**config.mk**
```make
export PLATFORM = sky130hd
export DESIGN_NAME = uc_multicycle_flat
export DESIGN_NICKNAME = d
export VERILOG_FILES = /design/src/rtl/uc_pkg.sv /design/src/rtl/uc_multicycle_if.sv /design/src/rtl/uc_mem_wait_timer.sv /design/src/rtl/uc_multicycle.sv /design/src/flat_wrapper.sv
export SDC_FILE = /design/constraint.sdc
export NUM_CORES = 1
export LEC_CHECK = 0
export CELL_PAD_IN_SITES_DETAIL_PLACEMENT = 1
export CELL_PAD_IN_SITES_GLOBAL_PLACEMENT = 1
export CORE_MARGIN = 2
export CORE_UTILIZATION = 28
export DETAILED_ROUTE_END_ITERATION = 7
export PLACE_DENSITY_LB_ADDON = 0.1
export REMOVE_ABC_BUFFERS = 1
export SETUP_SLACK_MARGIN = 0.2
export SLEW_MARGIN = 15
export SYNTH_ARGS = -nofsm -noshare
export SYNTH_HDL_FRONTEND = slang
export SYNTH_HIERARCHICAL = 1
export SYNTH_SLANG_ARGS = --single-unit
```
**constraint.sdc**
```tcl
create_clock -name clk -period 2.25 [get_ports clk]
set_input_delay 0.225 -clock clk [delete_from_list [all_inputs] [get_ports clk]]
set_output_delay 0.225 -clock clk [all_outputs]
set_load 0.01 [all_outputs]
```
**src/rtl/uc_pkg.sv**
```systemverilog
// Shared constants and types for the multi-cycle MIPS control unit.
package uc_pkg;

  localparam logic [5:0] OP_RTYPE    = 6'b000000;
  localparam logic [5:0] OP_SPECIAL2 = 6'b011100;
  localparam logic [5:0] OP_LW       = 6'b100011;
  localparam logic [5:0] OP_SW       = 6'b101011;
  localparam logic [5:0] OP_BEQ      = 6'b000100;

  localparam logic [2:0] ALU_ADD   = 3'b000;
  localparam logic [2:0] ALU_SUB   = 3'b001;
  localparam logic [2:0] ALU_FUNCT = 3'b010;

  typedef enum logic [3:0] {
    FETCH  = 4'd0,
    DECODE = 4'd1,
    EXEC_R = 4'd2,
    WB_R   = 4'd3,
    ADDR   = 4'd4,
    MEM_RD = 4'd5,
    WB_LW  = 4'd6,
    MEM_WR = 4'd7,
    BRANCH = 4'd8
  } state_t;

  typedef enum logic [1:0] {
    SRCB_RT      = 2'b00,
    SRCB_FOUR    = 2'b01,
    SRCB_IMM     = 2'b10,
    SRCB_IMM_SH2 = 2'b11
  } alu_src_b_t;

  typedef enum logic [1:0] {
    PCSRC_ALU    = 2'b00,
    PCSRC_ALUOUT = 2'b01
  } pc_src_t;

  typedef enum logic [2:0] {
    OPC_R,
    OPC_LD,
    OPC_ST,
    OPC_BEQ,
    OPC_ILLEGAL
  } op_class_t;

  // States that hold a memory request open and are policed by the wait timer.
  function automatic logic is_mem_state(input state_t s);
    return (s == FETCH) || (s == MEM_RD) || (s == MEM_WR);
  endfunction

endpackage

```
**src/rtl/uc_multicycle_if.sv**
```systemverilog
// Control-unit to datapath/memory bundle: opcode and status in, strobes out.
interface uc_multicycle_if #(
  parameter int OP_W    = 6,
  parameter int ALUOP_W = 3
);
  logic [OP_W-1:0]    op;
  logic               zero;
  logic               mem_ready;
  logic               pc_write;
  logic               ir_write;
  logic               iord;
  logic               mem_read;
  logic               mem_write;
  logic               mem_to_reg;
  logic               reg_dst;
  logic               reg_write;
  logic               alu_src_a;
  logic [1:0]         alu_src_b;
  logic [ALUOP_W-1:0] alu_op;
  logic [1:0]         pc_src;
  logic               illegal_op;
  logic               bus_err;
  logic [3:0]         state_o;

  modport master (
    input  op, zero, mem_ready,
    output pc_write, ir_write, iord, mem_read, mem_write, mem_to_reg,
           reg_dst, reg_write, alu_src_a, alu_src_b, alu_op, pc_src,
           illegal_op, bus_err, state_o
  );

  modport slave (
    output op, zero, mem_ready,
    input  pc_write, ir_write, iord, mem_read, mem_write, mem_to_reg,
           reg_dst, reg_write, alu_src_a, alu_src_b, alu_op, pc_src,
           illegal_op, bus_err, state_o
  );
endinterface

```
**src/rtl/uc_mem_wait_timer.sv**
```systemverilog
// Counts unanswered memory-request cycles and flags the last allowed one.
module uc_mem_wait_timer #(
  parameter int TIMEOUT_CYC = 16,
  parameter int CNT_W       = 5
) (
  input  logic clk,
  input  logic rst_n,
  input  logic clear,
  input  logic count_en,
  input  logic ready,
  output logic timeout
);
  localparam logic [CNT_W-1:0] LAST = CNT_W'(TIMEOUT_CYC - 1);

  logic [CNT_W-1:0] cnt_reg;

  // A ready in the threshold cycle still wins over the timeout.
  assign timeout = count_en && !ready && (cnt_reg == LAST);

  always_ff @(posedge clk) begin
    if (!rst_n) begin
      cnt_reg <= '0;
    end else if (clear) begin
      cnt_reg <= '0;
    end else if (count_en && !ready) begin
      cnt_reg <= cnt_reg + 1'b1;
    end
  end
endmodule

```
**src/rtl/uc_multicycle.sv**
```systemverilog
// Multi-cycle MIPS control FSM with memory handshake timeout and opcode trap.
module uc_multicycle
  import uc_pkg::*;
#(
  parameter int OP_W        = 6,
  parameter int ALUOP_W     = 3,
  parameter int TIMEOUT_CYC = 16,
  parameter int CNT_W       = 5
) (
  input  logic             clk,
  input  logic             rst_n,
  uc_multicycle_if.master  bus
);
  state_t        state_reg;
  state_t        state_next;
  op_class_t     op_class;
  logic          in_mem;
  logic          timeout;
  logic          timer_clear;

  logic               pc_write;
  logic               ir_write;
  logic               iord;
  logic               mem_read;
  logic               mem_write;
  logic               mem_to_reg;
  logic               reg_dst;
  logic               reg_write;
  logic               alu_src_a;
  logic [1:0]         alu_src_b;
  logic [ALUOP_W-1:0] alu_op;
  logic [1:0]         pc_src;
  logic               illegal_op;
  logic               bus_err;

  always_comb begin
    op_class = OPC_ILLEGAL;
    if (bus.op == OP_W'(OP_RTYPE) || bus.op == OP_W'(OP_SPECIAL2)) begin
      op_class = OPC_R;
    end else if (bus.op == OP_W'(OP_LW)) begin
      op_class = OPC_LD;
    end else if (bus.op == OP_W'(OP_SW)) begin
      op_class = OPC_ST;
    end else if (bus.op == OP_W'(OP_BEQ)) begin
      op_class = OPC_BEQ;
    end
  end

  assign in_mem = is_mem_state(state_reg);
  // Counter idles at zero outside memory states, so every entry starts fresh.
  assign timer_clear = !in_mem || bus.mem_ready || timeout;

  uc_mem_wait_timer #(
    .TIMEOUT_CYC (TIMEOUT_CYC),
    .CNT_W       (CNT_W)
  ) u_timer (
    .clk      (clk),
    .rst_n    (rst_n),
    .clear    (timer_clear),
    .count_en (in_mem),
    .ready    (bus.mem_ready),
    .timeout  (timeout)
  );

  always_comb begin
    state_next = state_reg;
    pc_write   = 1'b0;
    ir_write   = 1'b0;
    iord       = 1'b0;
    mem_read   = 1'b0;
    mem_write  = 1'b0;
    mem_to_reg = 1'b0;
    reg_dst    = 1'b0;
    reg_write  = 1'b0;
    alu_src_a  = 1'b0;
    alu_src_b  = SRCB_RT;
    alu_op     = ALUOP_W'(ALU_ADD);
    pc_src     = PCSRC_ALU;
    illegal_op = 1'b0;
    bus_err    = 1'b0;

    case (state_reg)
      FETCH: begin
        mem_read  = 1'b1;
        alu_src_b = SRCB_FOUR;
        if (bus.mem_ready) begin
          ir_write   = 1'b1;
          pc_write   = 1'b1;
          state_next = DECODE;
        end else if (timeout) begin
          bus_err    = 1'b1;
          state_next = FETCH;
        end
      end
      DECODE: begin
        alu_src_b = SRCB_IMM_SH2;
        case (op_class)
          OPC_R:          state_next = EXEC_R;
          OPC_LD, OPC_ST: state_next = ADDR;
          OPC_BEQ:        state_next = BRANCH;
          default: begin
            illegal_op = 1'b1;
            state_next = FETCH;
          end
        endcase
      end
      EXEC_R: begin
        alu_src_a  = 1'b1;
        alu_op     = ALUOP_W'(ALU_FUNCT);
        state_next = WB_R;
      end
      WB_R: begin
        reg_dst    = 1'b1;
        reg_write  = 1'b1;
        state_next = FETCH;
      end
      ADDR: begin
        alu_src_a = 1'b1;
        alu_src_b = SRCB_IMM;
        // A non-memory opcode here means the IR changed under us; abandon safely.
        case (op_class)
          OPC_LD:  state_next = MEM_RD;
          OPC_ST:  state_next = MEM_WR;
          default: state_next = FETCH;
        endcase
      end
      MEM_RD: begin
        mem_read = 1'b1;
        iord     = 1'b1;
        if (bus.mem_ready) begin
          state_next = WB_LW;
        end else if (timeout) begin
          bus_err    = 1'b1;
          state_next = FETCH;
        end
      end
      WB_LW: begin
        mem_to_reg = 1'b1;
        reg_write  = 1'b1;
        state_next = FETCH;
      end
      MEM_WR: begin
        mem_write = 1'b1;
        iord      = 1'b1;
        if (bus.mem_ready) begin
          state_next = FETCH;
        end else if (timeout) begin
          bus_err    = 1'b1;
          state_next = FETCH;
        end
      end
      BRANCH: begin
        alu_src_a  = 1'b1;
        alu_op     = ALUOP_W'(ALU_SUB);
        pc_src     = PCSRC_ALUOUT;
        pc_write   = bus.zero;
        state_next = FETCH;
      end
      default: state_next = FETCH;
    endcase

    // Strobes are forced quiet while reset is held, even mid-access.
    if (!rst_n) begin
      pc_write   = 1'b0;
      ir_write   = 1'b0;
      iord       = 1'b0;
      mem_read   = 1'b0;
      mem_write  = 1'b0;
      mem_to_reg = 1'b0;
      reg_dst    = 1'b0;
      reg_write  = 1'b0;
      alu_src_a  = 1'b0;
      alu_src_b  = SRCB_RT;
      alu_op     = '0;
      pc_src     = PCSRC_ALU;
      illegal_op = 1'b0;
      bus_err    = 1'b0;
    end
  end

  always_ff @(posedge clk) begin
    if (!rst_n) begin
      state_reg <= FETCH;
    end else begin
      state_reg <= state_next;
    end
  end

  assign bus.pc_write   = pc_write;
  assign bus.ir_write   = ir_write;
  assign bus.iord       = iord;
  assign bus.mem_read   = mem_read;
  assign bus.mem_write  = mem_write;
  assign bus.mem_to_reg = mem_to_reg;
  assign bus.reg_dst    = reg_dst;
  assign bus.reg_write  = reg_write;
  assign bus.alu_src_a  = alu_src_a;
  assign bus.alu_src_b  = alu_src_b;
  assign bus.alu_op     = alu_op;
  assign bus.pc_src     = pc_src;
  assign bus.illegal_op = illegal_op;
  assign bus.bus_err    = bus_err;
  assign bus.state_o    = state_reg;
endmodule

```
**src/flat_wrapper.sv**
```systemverilog
// flat-port wrapper written by rule: the top's interface ports become plain ports
module uc_multicycle_flat import uc_pkg::*;
#(
  parameter int OP_W        = 6,
  parameter int ALUOP_W     = 3,
  parameter int TIMEOUT_CYC = 16,
  parameter int CNT_W       = 5
)
  (clk, rst_n, bus_op, bus_zero, bus_mem_ready, bus_pc_write, bus_ir_write, bus_iord, bus_mem_read, bus_mem_write, bus_mem_to_reg, bus_reg_dst, bus_reg_write, bus_alu_src_a, bus_alu_src_b, bus_alu_op, bus_pc_src, bus_illegal_op, bus_bus_err, bus_state_o);
  uc_multicycle_if #(.OP_W(OP_W), .ALUOP_W(ALUOP_W)) bus_i ();
  input  logic clk;
  input  logic rst_n;
  input wire logic [$bits(bus_i.op)-1:0] bus_op;
  input wire logic [$bits(bus_i.zero)-1:0] bus_zero;
  input wire logic [$bits(bus_i.mem_ready)-1:0] bus_mem_ready;
  output wire logic [$bits(bus_i.pc_write)-1:0] bus_pc_write;
  output wire logic [$bits(bus_i.ir_write)-1:0] bus_ir_write;
  output wire logic [$bits(bus_i.iord)-1:0] bus_iord;
  output wire logic [$bits(bus_i.mem_read)-1:0] bus_mem_read;
  output wire logic [$bits(bus_i.mem_write)-1:0] bus_mem_write;
  output wire logic [$bits(bus_i.mem_to_reg)-1:0] bus_mem_to_reg;
  output wire logic [$bits(bus_i.reg_dst)-1:0] bus_reg_dst;
  output wire logic [$bits(bus_i.reg_write)-1:0] bus_reg_write;
  output wire logic [$bits(bus_i.alu_src_a)-1:0] bus_alu_src_a;
  output wire logic [$bits(bus_i.alu_src_b)-1:0] bus_alu_src_b;
  output wire logic [$bits(bus_i.alu_op)-1:0] bus_alu_op;
  output wire logic [$bits(bus_i.pc_src)-1:0] bus_pc_src;
  output wire logic [$bits(bus_i.illegal_op)-1:0] bus_illegal_op;
  output wire logic [$bits(bus_i.bus_err)-1:0] bus_bus_err;
  output wire logic [$bits(bus_i.state_o)-1:0] bus_state_o;
  assign bus_i.op = bus_op;
  assign bus_i.zero = bus_zero;
  assign bus_i.mem_ready = bus_mem_ready;
  assign bus_pc_write = bus_i.pc_write;
  assign bus_ir_write = bus_i.ir_write;
  assign bus_iord = bus_i.iord;
  assign bus_mem_read = bus_i.mem_read;
  assign bus_mem_write = bus_i.mem_write;
  assign bus_mem_to_reg = bus_i.mem_to_reg;
  assign bus_reg_dst = bus_i.reg_dst;
  assign bus_reg_write = bus_i.reg_write;
  assign bus_alu_src_a = bus_i.alu_src_a;
  assign bus_alu_src_b = bus_i.alu_src_b;
  assign bus_alu_op = bus_i.alu_op;
  assign bus_pc_src = bus_i.pc_src;
  assign bus_illegal_op = bus_i.illegal_op;
  assign bus_bus_err = bus_i.bus_err;
  assign bus_state_o = bus_i.state_o;
  uc_multicycle #(.OP_W(OP_W), .ALUOP_W(ALUOP_W), .TIMEOUT_CYC(TIMEOUT_CYC), .CNT_W(CNT_W)) u_core (.clk(clk), .rst_n(rst_n), .bus(bus_i));
endmodule
```
==> impl_results.md, run 1 <==
- Count of state elements after synthesis: 9
- Largest net degree at the start of global routing: 16
- Flop pwr share: 0.423
- Cell variety after synth: 33
- Area grow syn2layout: 56.3%
- Core Area: between 2000 and 2500 um2
- Antenna viol nets, final: 0
- Die area: 3070 um2
- Max-cap violations: 0
- Fmax: 0.501 GHz
- DP Wirelength: 1.72 mm
- Chip Height: 55.4 um
- Crit end category: primary output
- YS warnings: 6
- Top cells by count, synth: 18 x nor2_1, 12 x nand2_1, 9 x dfxtp_1, 7 x a21oi_1, 6 x buf_2
- Slew @ Worst Pin: ~0.47 ns
- Final Hold Fails: 0
- Drt drc: 0
- Max reg flops: 5
- Worst-path fanout max: 15
- Layout fillers: approximately 330
- Final core occ: 0.463
- Ys async rst share: 0
- Clock slew at reported path FFs: 0.06 ns
- HP Start: u_core/u_timer/cnt_reg[1]
- Mapped Avg Cell Area: 7.05 um2
- First-pass GRT wire length: 3.47 mm
- Sw Pwr: 104 uW
- Synthesized instance count: 105
- Initial core utilization: 0.296
- Number of synthesized flops with an enable pin: 0
- Met2 global-route usage: 0.235
- Initial DRT Pass Iterations: 4
- Post-Route Setup TNS: 0 ns
- Cell-internal power: 287 uW
- Slew headroom: 0.676
- Gpl congestion: 0.732
- Global Route met1 Usage: 0.178
- Number of global-route vias before repair: 755
- Drt total wl: 2.21 mm
- IO Port Bufs: 29
- Initial antenna violation count: 0
- GR peak layer: met2
- Grt ovf: 0
- Switching Share: 0.265
- Clock Latency Late Sink: 0.26 ns
- Post-synthesis sequential area ratio: 0.243
- Drt initial violations: 10
- Vias/cell: 4.90
- CTS sink cnt: 9
- R2R Path Start: u_core/u_timer/cnt_reg[0]
- Synth area leaders: dfxtp_1 24%, nor2_1 9.1%, nand2_1 6.1%
- Hold buffers post-CTS: 0
- Critical path type: flip-flop to primary output
- Critical path startpoint category: flip-flop
- Num CTS Buffers: 3
- PD cells: 337 nW/um2
- CTS max path bufs: 2
- Final Max Slew Viols: 0
- Final setup fails: 0
- Row count: 18
- Clock root buffer: clkbuf_4
- Worst Reg-to-Reg Cells: 9
- Post-layout min period: about 2 ns
- Top FF cell, synth: dfxtp_1
- Clock power frac: 0.310
- M3 GR Usage: 0.0445
- Count leader, synth: nor2_1
- Leak: ~0.48 nW
- Yosys top cell by area: dfxtp_1
- Logic gate share of total power: 0.267
- Mapped Area: approximately 740 um2
- Hold endpoint: u_core/u_timer/cnt_reg[1]
- Die W: ~55 um
- Total GRT Usage: 0.140
- Antenna cells: 0
- CTS tree: built
- Unrepaired setup endpoints after global routing: true
- WL/cell: 12.7 um
- Post-synth top area share: 0.243
- Via Count: 853
- H-tree depth: 1
- Layout cells sized above 1: 0.174
- Worst min-delay path class: flip-flop to flip-flop
- Hold Crit Depth: 2
- Arrival @ worst endpoint: 1.77 ns
- Status: completed
- Final #Nets: 157
- Period utilization: 0.886
- WP data required: 2.03 ns
- Layout Skew: 0.00761 ns
- Ports: 32
- Reg-to-Reg End: u_core/u_timer/cnt_reg[4]
- R2r setup slk: ~0.30 ns
- Peak VDD IR: ~0.34 mV
[per-layer routing]
layer | vias up | share of wire
met5 | - | 0
met3 | 0 | 0.047
met4 | 0 | 0
li1 | 439 | -
met2 | 25 | 0.48
met1 | 389 | 0.47
[critical path, stage by stage (launching register included)]
cell and delay [ns]:
dfxtp_2 0.33, buf_4 0.13, buf_4 0.18, xnor2_1 0.16, nor3_1 0.16, clkdlybuf4s50_1 0.56
[kinds of logic (layout without fill, tap and decap cells)]
family / Yosys count / in the layout / synth area share
fa+ha+maj: 2 / 2 / 0.0338
xor+xnor: 5 / 5 / 0.0591
compound gates: 16 / 16 / 0.128
other cells: 1 / 2 / 0.00506
simple gates: 62 / 62 / 0.451
buf+inv: 9 / 47 / 0.0659
flops: 9 / 9 / 0.243
mux: 1 / 1 / 0.0135
[per-stage QoR]
step	instances	worst slack (ns)	hold slack [ns]	total power, mW	instance area, um2
floorplan	98	0.155	0.351	0.211	699
global placement	166	0.182	0.463	0.265	1090
detailed placement	166	0.114	0.481	0.267	1090
CTS	170	0.155	0.489	0.391	1130
global route	174	0.156	0.534	0.420	1160
finish	174	0.256	0.483	0.391	1160
[layout make-up]
type,count,area (um2),area share
multi-input cells,88,526,0.454
clock buffers,4,26.3,0.0227
flip-flops and latches,9,184,0.159
inverters,1,3.75,0.00324
well taps,30,37.5,0.0324
repair buffers,42,380,0.329
[repair_timing]
action	CTS	global route
setup buffers	0	4
resized for setup	13	3
pin swaps	0	4
endpoints found under the setup margin	6	2
[worst max path at each step]
| stage | start | slack (ns) | cells past startpoint | endpoint |
|---|---|---|---|---|
| 5_1_grt | u_core/bus.state_o[0] | 0.16 | 8 | bus_bus_err |
| 4_1_cts | u_core/u_timer/cnt_reg[0] | 0.16 | 7 | bus_bus_err |
| 3_3_place_gp | u_core/bus.state_o[2] | 0.18 | 8 | bus_bus_err |
| 2_1_floorplan | u_core/bus.state_o[2] | 0.15 | 9 | u_core/bus.state_o[1] |
| 3_5_place_dp | u_core/bus.state_o[2] | 0.11 | 8 | bus_bus_err |
| 6_report | u_core/bus.state_o[0] | 0.26 | 5 | bus_alu_src_b[1] |
[cell usage in the layout (no fill, tap or decap), types with 2 or more instances in the layout]
cell             Yosys  routed
a211oi_1             2       2
a21oi_1              7       7
a31oi_1              2       2
and3_1               5       5
buf_4                2      12
clkbuf_4             0       3
clkdlybuf4s50_1      0      23
conb_1               1       2
dfxtp_1              9       6
dfxtp_2              0       3
dlygate4sd2_1        0       5
ha_1                 2       2
nand2_1             12      12
nand2b_1             3       3
nand3_1              3       3
nor2_1              18      18
nor3_1               4       4
nor3_2               2       2
nor3b_1              4       4
o21ai_0              2       2
or3_1                2       2
xnor2_1              3       3
xor2_1               2       2
[power groups by stage]
| stage | clock [mW] | combinational, mW | sequential [mW] |
|---|---|---|---|
| 6_report | 0.121 | 0.104 | 0.165 |
| 4_1_cts | 0.127 | 0.0991 | 0.165 |
| 3_3_place_gp | 0 | 0.0970 | 0.168 |
| 2_1_floorplan | 0 | 0.0386 | 0.172 |
| 3_5_place_dp | 0 | 0.0992 | 0.168 |
| 5_1_grt | 0.140 | 0.115 | 0.165 |
(Power assumes the default switching activity.)
==> run 2, diff against run 1 <==
CORE_MARGIN = 4   (was 2)
CTS_CLUSTER_SIZE = 30   (was unset)
==> impl_results.md, run 2 (synthesis gave the netlist of run 1 again) <==
- Layout fillers: 325
- Final Max Slew Viols: 0
- Initial antenna violation count: 0
- HP Start: rst_n
- Final setup fails: 0
- Largest net degree at the start of global routing: 16
- Gpl congestion: 0.739
- Clock Latency Late Sink: 0.26 ns
- CTS tree: built
- Vias/cell: 4.96
- Antenna cells: 0
- Initial DRT Pass Iterations: 2
- WL/cell: 12.9 um
- H-tree depth: 1
- Placed Cells: approximately 170
- Number of global-route vias before repair: 818
- Post-Route Setup TNS: 0 ns
- Layout Skew: 0.00272 ns
- Initial core utilization: 0.296
- Arrival @ worst endpoint: 1.73 ns
- Chip Height: 59.4 um
- CTS max path bufs: 2
- Peak VDD IR: 0.352 mV
- WP data required: a little over 2 ns
- Fmax: 0.511 GHz
- Post-layout min period: 1.96 ns
- Unrepaired setup endpoints after global routing: true
- Clock root buffer: clkbuf_4
- Hold endpoint: u_core/bus.state_o[3]
- PD cells: ~340 nW/um2
- Drt drc: 0
- Drt total wl: 2.21 mm
- Layout cells sized above 1: 0.170
- Leak: around 0.5 nW
- Final #Nets: 154
- Dpl ws: 0.102 ns
- Crit end category: primary output
- Max reg flops: 5
- Drt initial violations: 35
- DP Wirelength: 1.79 mm
- Hold Crit Depth: 5
- Non-filler cells, final: between 150 and 200
- Area grow syn2layout: 55.7%
- Final Worst Setup Slack: 0.294 ns
- Max-cap violations: 0
- Period utilization: 0.869
- Register area: 183 um2
- Row count: 18
- Multi-input gate area in the final layout: 536 um2
- First-pass GRT wire length: 3.67 mm
- Num CTS Buffers: 3
- Die W: approximately 59 um
- Worst-path fanout max: 3
- IO Port Bufs: 29
- Critical path startpoint category: flip-flop
- Clock slew at reported path FFs: 0.06 ns
- Antenna viol nets, final: 0
- Critical path type: flip-flop to primary output
- Final instance area: 1150 um2
- Pwr Total: 390 uW
- Most frequent cells in the layout: 21 x clkdlybuf4s50_1, 18 x nor2_1, 12 x nand2_1
- Total GRT Usage: 0.134
- R2R Path Start: u_core/u_timer/cnt_reg[0]
- Reg-to-Reg End: u_core/bus.state_o[1]
- R2r setup slk: around 0.4 ns
- Core Area: 2500 um2
- Via Count: 849
- Status: completed
- Worst min-delay path class: input pin to flip-flop
- CTS sink cnt: 9
- Grt ovf: 0
- Placed cell areas: 1090 um2
- Ports: 32
- Die area: 3530 um2
- Hold buffers post-CTS: 0
- Final Hold Fails: 0
- Worst Reg-to-Reg Cells: 8
- Commonest non-fill, non-tap cell in the layout: clkdlybuf4s50_1
-- run 2: layout make-up --
class	instances	area share
Sequential cell	9	0.158
Inverter	1	0.00325
Clock buffer	3	0.0195
Timing Repair Buffer	39	0.318
Multi-Input combinational cell	88	0.464
Clock inverter	1	0.00434
Tap cell	30	0.0325
-- run 2: per-stage QoR --
stage,util,hold slack [ns]
finish,0.461,0.455
floorplan,-,0.351
global route,0.461,0.469
CTS,0.456,0.492
global placement,0.438,0.462
detailed placement,0.438,0.483
-- run 2: where the power goes --
group          total, mW  switching [mW]  internal [mW]  leakage, nW
Sequential         0.165         0.00249          0.162       0.0739
Combinational      0.102          0.0482         0.0534        0.414
Clock              0.123          0.0574         0.0656       0.0177
-- run 2: what timing repair did --
item                       in CTS  in global routing
pin swaps                       1                  2
gates resized for setup        11                  7
buffers inserted                1                  0
setup endpoints to repair       6                  6
-- run 2: worst max-delay path, stage by stage, from the launching register on --
cell	delay, ns
dfxtp_1	0.32
nor3_2	0.20
a21oi_1	0.06
nor2_1	0.16
and2b_1	0.17
and2_4	0.15
nor2b_4	0.13
and3_1	0.16
clkbuf_2	0.13
-- run 2: worst max path at each step --
stage	from	slack (ns)	end	cells after the start
6_report	u_core/bus.state_o[1]	0.29	bus_bus_err	8
5_1_grt	u_core/bus.state_o[1]	0.15	bus_bus_err	8
4_1_cts	u_core/u_timer/cnt_reg[0]	0.13	bus_bus_err	7
3_5_place_dp	u_core/bus.state_o[2]	0.10	bus_bus_err	8
3_3_place_gp	u_core/bus.state_o[2]	0.18	bus_bus_err	8
2_1_floorplan	u_core/bus.state_o[2]	0.15	u_core/bus.state_o[1]	9
-- run 2: routing by layer --
layer / wire length [um] / up-vias / track usage
met5: 0 / - / 0
met4: 0 / 0 / 0.0291
met3: 176 / 0 / 0.0370
met2: 1030 / 23 / 0.226
met1: 999 / 394 / 0.168
li1: - / 432 / -
==> run 3, diff against run 2 <==
CORE_UTILIZATION = 29   (was 28)
CTS_BUF_LIST = sky130_fd_sc_hd__clkbuf_2 sky130_fd_sc_hd__clkbuf_4 sky130_fd_sc_hd__clkbuf_8   (was unset)
SLEW_MARGIN = 20   (was 15)
SYNTH_HIERARCHICAL = unset   (was 1)
==> impl_results.md, run 3 <==
- Status: completed
- Peak VDD IR: about 0.42 mV
- Unrepaired setup endpoints after global routing: true
- Critical path's slowest cell: clkdlybuf4s50_1
- Initial core utilization: 0.310
- WP buf/inv: 2
- Top cells by count, synth: 13 x nor2_1, 9 x dfxtp_1, 6 x nor3_1, 4 x buf_4, 4 x nand2_1
- Most frequent cells in the layout: 25 x clkdlybuf4s50_1, 12 x nor2_1, 6 x buf_4
- HP Start: u_core.u_timer.cnt_reg[0]
- Crit end category: primary output
- Critical path type: input pin to primary output
- Critical path startpoint category: input pin
- Area grow syn2layout: 57.0%
- Worst-path fanout max: 4
- Largest net degree at the start of global routing: 13
- Simple-gate portion of the synthesized area: 0.391
- Die W: 56.8 um
- Initial antenna violation count: 0
- Count leader, synth: nor2_1
- CP Cell Sequence: clkdlybuf4s50_1 > nor2b_4 > and4b_1 > a21o_1 > clkdlybuf4s50_1
- Max-cap violations: 0
- Layout cells sized above 1: 0.218
- Clock root buffer: clkbuf_4
- Final setup fails: 0
- CTS sink cnt: 9
- Post-layout min period: 1.99 ns
- Fmax: 0.503 GHz
- Period utilization: 0.883
- Worst Setup EP: bus_pc_write
- Ys async rst share: 0
- Max reg flops: 5
- Via Count: 753
- Chip Height: 56.8 um
- Grt ovf: 0
- Setup crit start: rst_n
- Post-Route Setup TNS: 0 ns
- Drt initial violations: 10
- Num CTS Buffers: 3
- Antenna cells: 0
- WP data required: 2.03 ns
- Layout Skew: 0.000609 ns
- Drt drc: 0
- Synth area leaders: dfxtp_1 26%, nor2_1 7.1%, nor3_1 4.3%
- Layout fillers: 281
- Pwr Total: 382 uW
- Most used cell, CP: clkdlybuf4s50_1
- Synth Area in Compound Gates: 0.166
- R2r setup slk: roughly 0.48 ns
- Clock Latency Late Sink: 0.25 ns
- Die area: ~3200 um2
- Worst Reg-to-Reg Cells: 6
- PD cells: 352 nW/um2
- Final Hold Fails: 0
- Mapped Avg Cell Area: 8.14 um2
- Postcts setup bufs: 0
- Arrival @ worst endpoint: 1.76 ns
- DP Wirelength: around 1.5 mm
- Final #Nets: around 130
- Cell variety after synth: 38
- Drt total wl: 1.95 mm
- Critical Path Stages: 5
- Post-synthesis sequential area ratio: 0.260
- Reg-to-Reg End: u_core.bus.state_o[1]
- Post-synth top area share: 0.260
- Core Area: 2230 um2
- Leak: 0.456 nW
- Number of synthesized flops with an enable pin: 0
- Total GRT Usage: 0.124
- CTS tree: built
- Row count: 17
- First-pass GRT wire length: approximately 3.2 mm
- CTS max path bufs: 2
- Crit path max-delay family: buffers and inverters
- Vias/cell: 5.12
- Number of global-route vias before repair: 751
- Worst min-delay path class: flip-flop to flip-flop
- Yosys top cell by area: dfxtp_1
- Post-synthesis xor/xnor area fraction: 0.0633
- Final Max Slew Viols: 0
- Post-synthesis mux area share: 0
- Ports: 32
- Clock slew at reported path FFs: about 0.060 ns
- Gpl congestion: 0.715
- Commonest non-fill, non-tap cell in the layout: clkdlybuf4s50_1
- Count of state elements after synthesis: 9
- Initial DRT Pass Iterations: 4
- R2R Path Start: u_core.u_timer.cnt_reg[0]
- Largest family of logic cells by synthesized area: simple AND/OR/NAND/NOR gates
- Mapped Area: between 600 and 700 um2
- Adder-Cell Fraction of Synth Area: 0.0362
- Max stage delay on crit path: 0.52 ns
- WL/cell: 13.2 um
- Synthesized instance count: 85
- Antenna viol nets, final: 0
- IO Port Bufs: 29
- H-tree depth: 1
- YS warnings: 0
- Top FF cell, synth: dfxtp_1
[run 3: changes by cell type after synthesis, sizes merged, moves of 2 or more]
cell    previous run  this run
and3               5         3
nand2             12         4
or3                2         0
a21o               0         2
nor2              18        13
buf                8         6
nand4              0         2
a21oi              7         0
a211oi             2         0
nand2b             4         1
[run 3: power breakdown]
part           internal [mW]  total, mW  switching (mW)  leakage (nW)
Clock                 0.0802      0.134          0.0538        0.0184
Combinational         0.0454     0.0815          0.0361         0.362
Sequential             0.161      0.167         0.00568        0.0754
[run 3: final cells by class]
type                            instances  area, um2  share of cell area
Sequential cell                         9        190               0.175
Tap cell                               28       35.0              0.0323
Timing Repair Buffer                   35        334               0.308
Clock buffer                            4       30.0              0.0276
Multi-Input combinational cell         69        489               0.450
Inverter                                2       7.51             0.00691
[run 3: repair_timing]
item,4_1_cts,5_1_grt
resized for setup,9,8
cloned,0,0
pin swaps,0,0
setup endpoints to repair,11,6
hold buffers,0,0
[run 3: worst min-delay path by stage]
stage	depth (start not counted)	endpoint	slack (ns)
finish	1	u_core.u_timer.cnt_reg[0]	0.46
global route	1	u_core.u_timer.cnt_reg[0]	0.48
CTS	1	u_core.u_timer.cnt_reg[0]	0.46
detailed placement	1	u_core.u_timer.cnt_reg[0]	0.45
global placement	1	u_core.u_timer.cnt_reg[0]	0.43
floorplan	2	u_core.bus.state_o[3]	0.34
[run 3: worst reg2reg max path: stages, from the launching register on]
cell and delay, ns:
dfxtp_1 0.32, ha_1 0.22, and3_1 0.19, ha_1 0.20, nand4bb_2 0.27, a311o_1 0.36, a31oi_1 0.13
[run 3: kinds of logic (layout without fill, tap and decap cells)]
group	Yosys count	after routing
other cells	1	2
fa+ha+maj	2	2
simple gates	45	45
flops	9	9
buf+inv	8	41
xor+xnor	5	5
compound gates	15	15
[run 3: metal layers]
layer | vias up | global-route usage | wire, um
li1 | 376 | - | -
met2 | 26 | 0.210 | 917
met5 | - | 0 | 0
met4 | 0 | 0.0497 | 28
met1 | 347 | 0.155 | 863
met3 | 4 | 0.0207 | 138
[run 3: per-stage QoR]
stage / util / setup slack, ns / cells / hold slack, ns / area, um2
after floorplan: - / 0.583 / 80 / 0.343 / 649
after global placement: 0.457 / 0.0634 / 143 / 0.431 / 1020
after detailed placement: 0.457 / 0.00622 / 143 / 0.453 / 1020
after CTS: 0.476 / 0.206 / 147 / 0.464 / 1060
after global routing: 0.486 / 0.166 / 147 / 0.483 / 1090
final: 0.486 / 0.262 / 147 / 0.458 / 1090
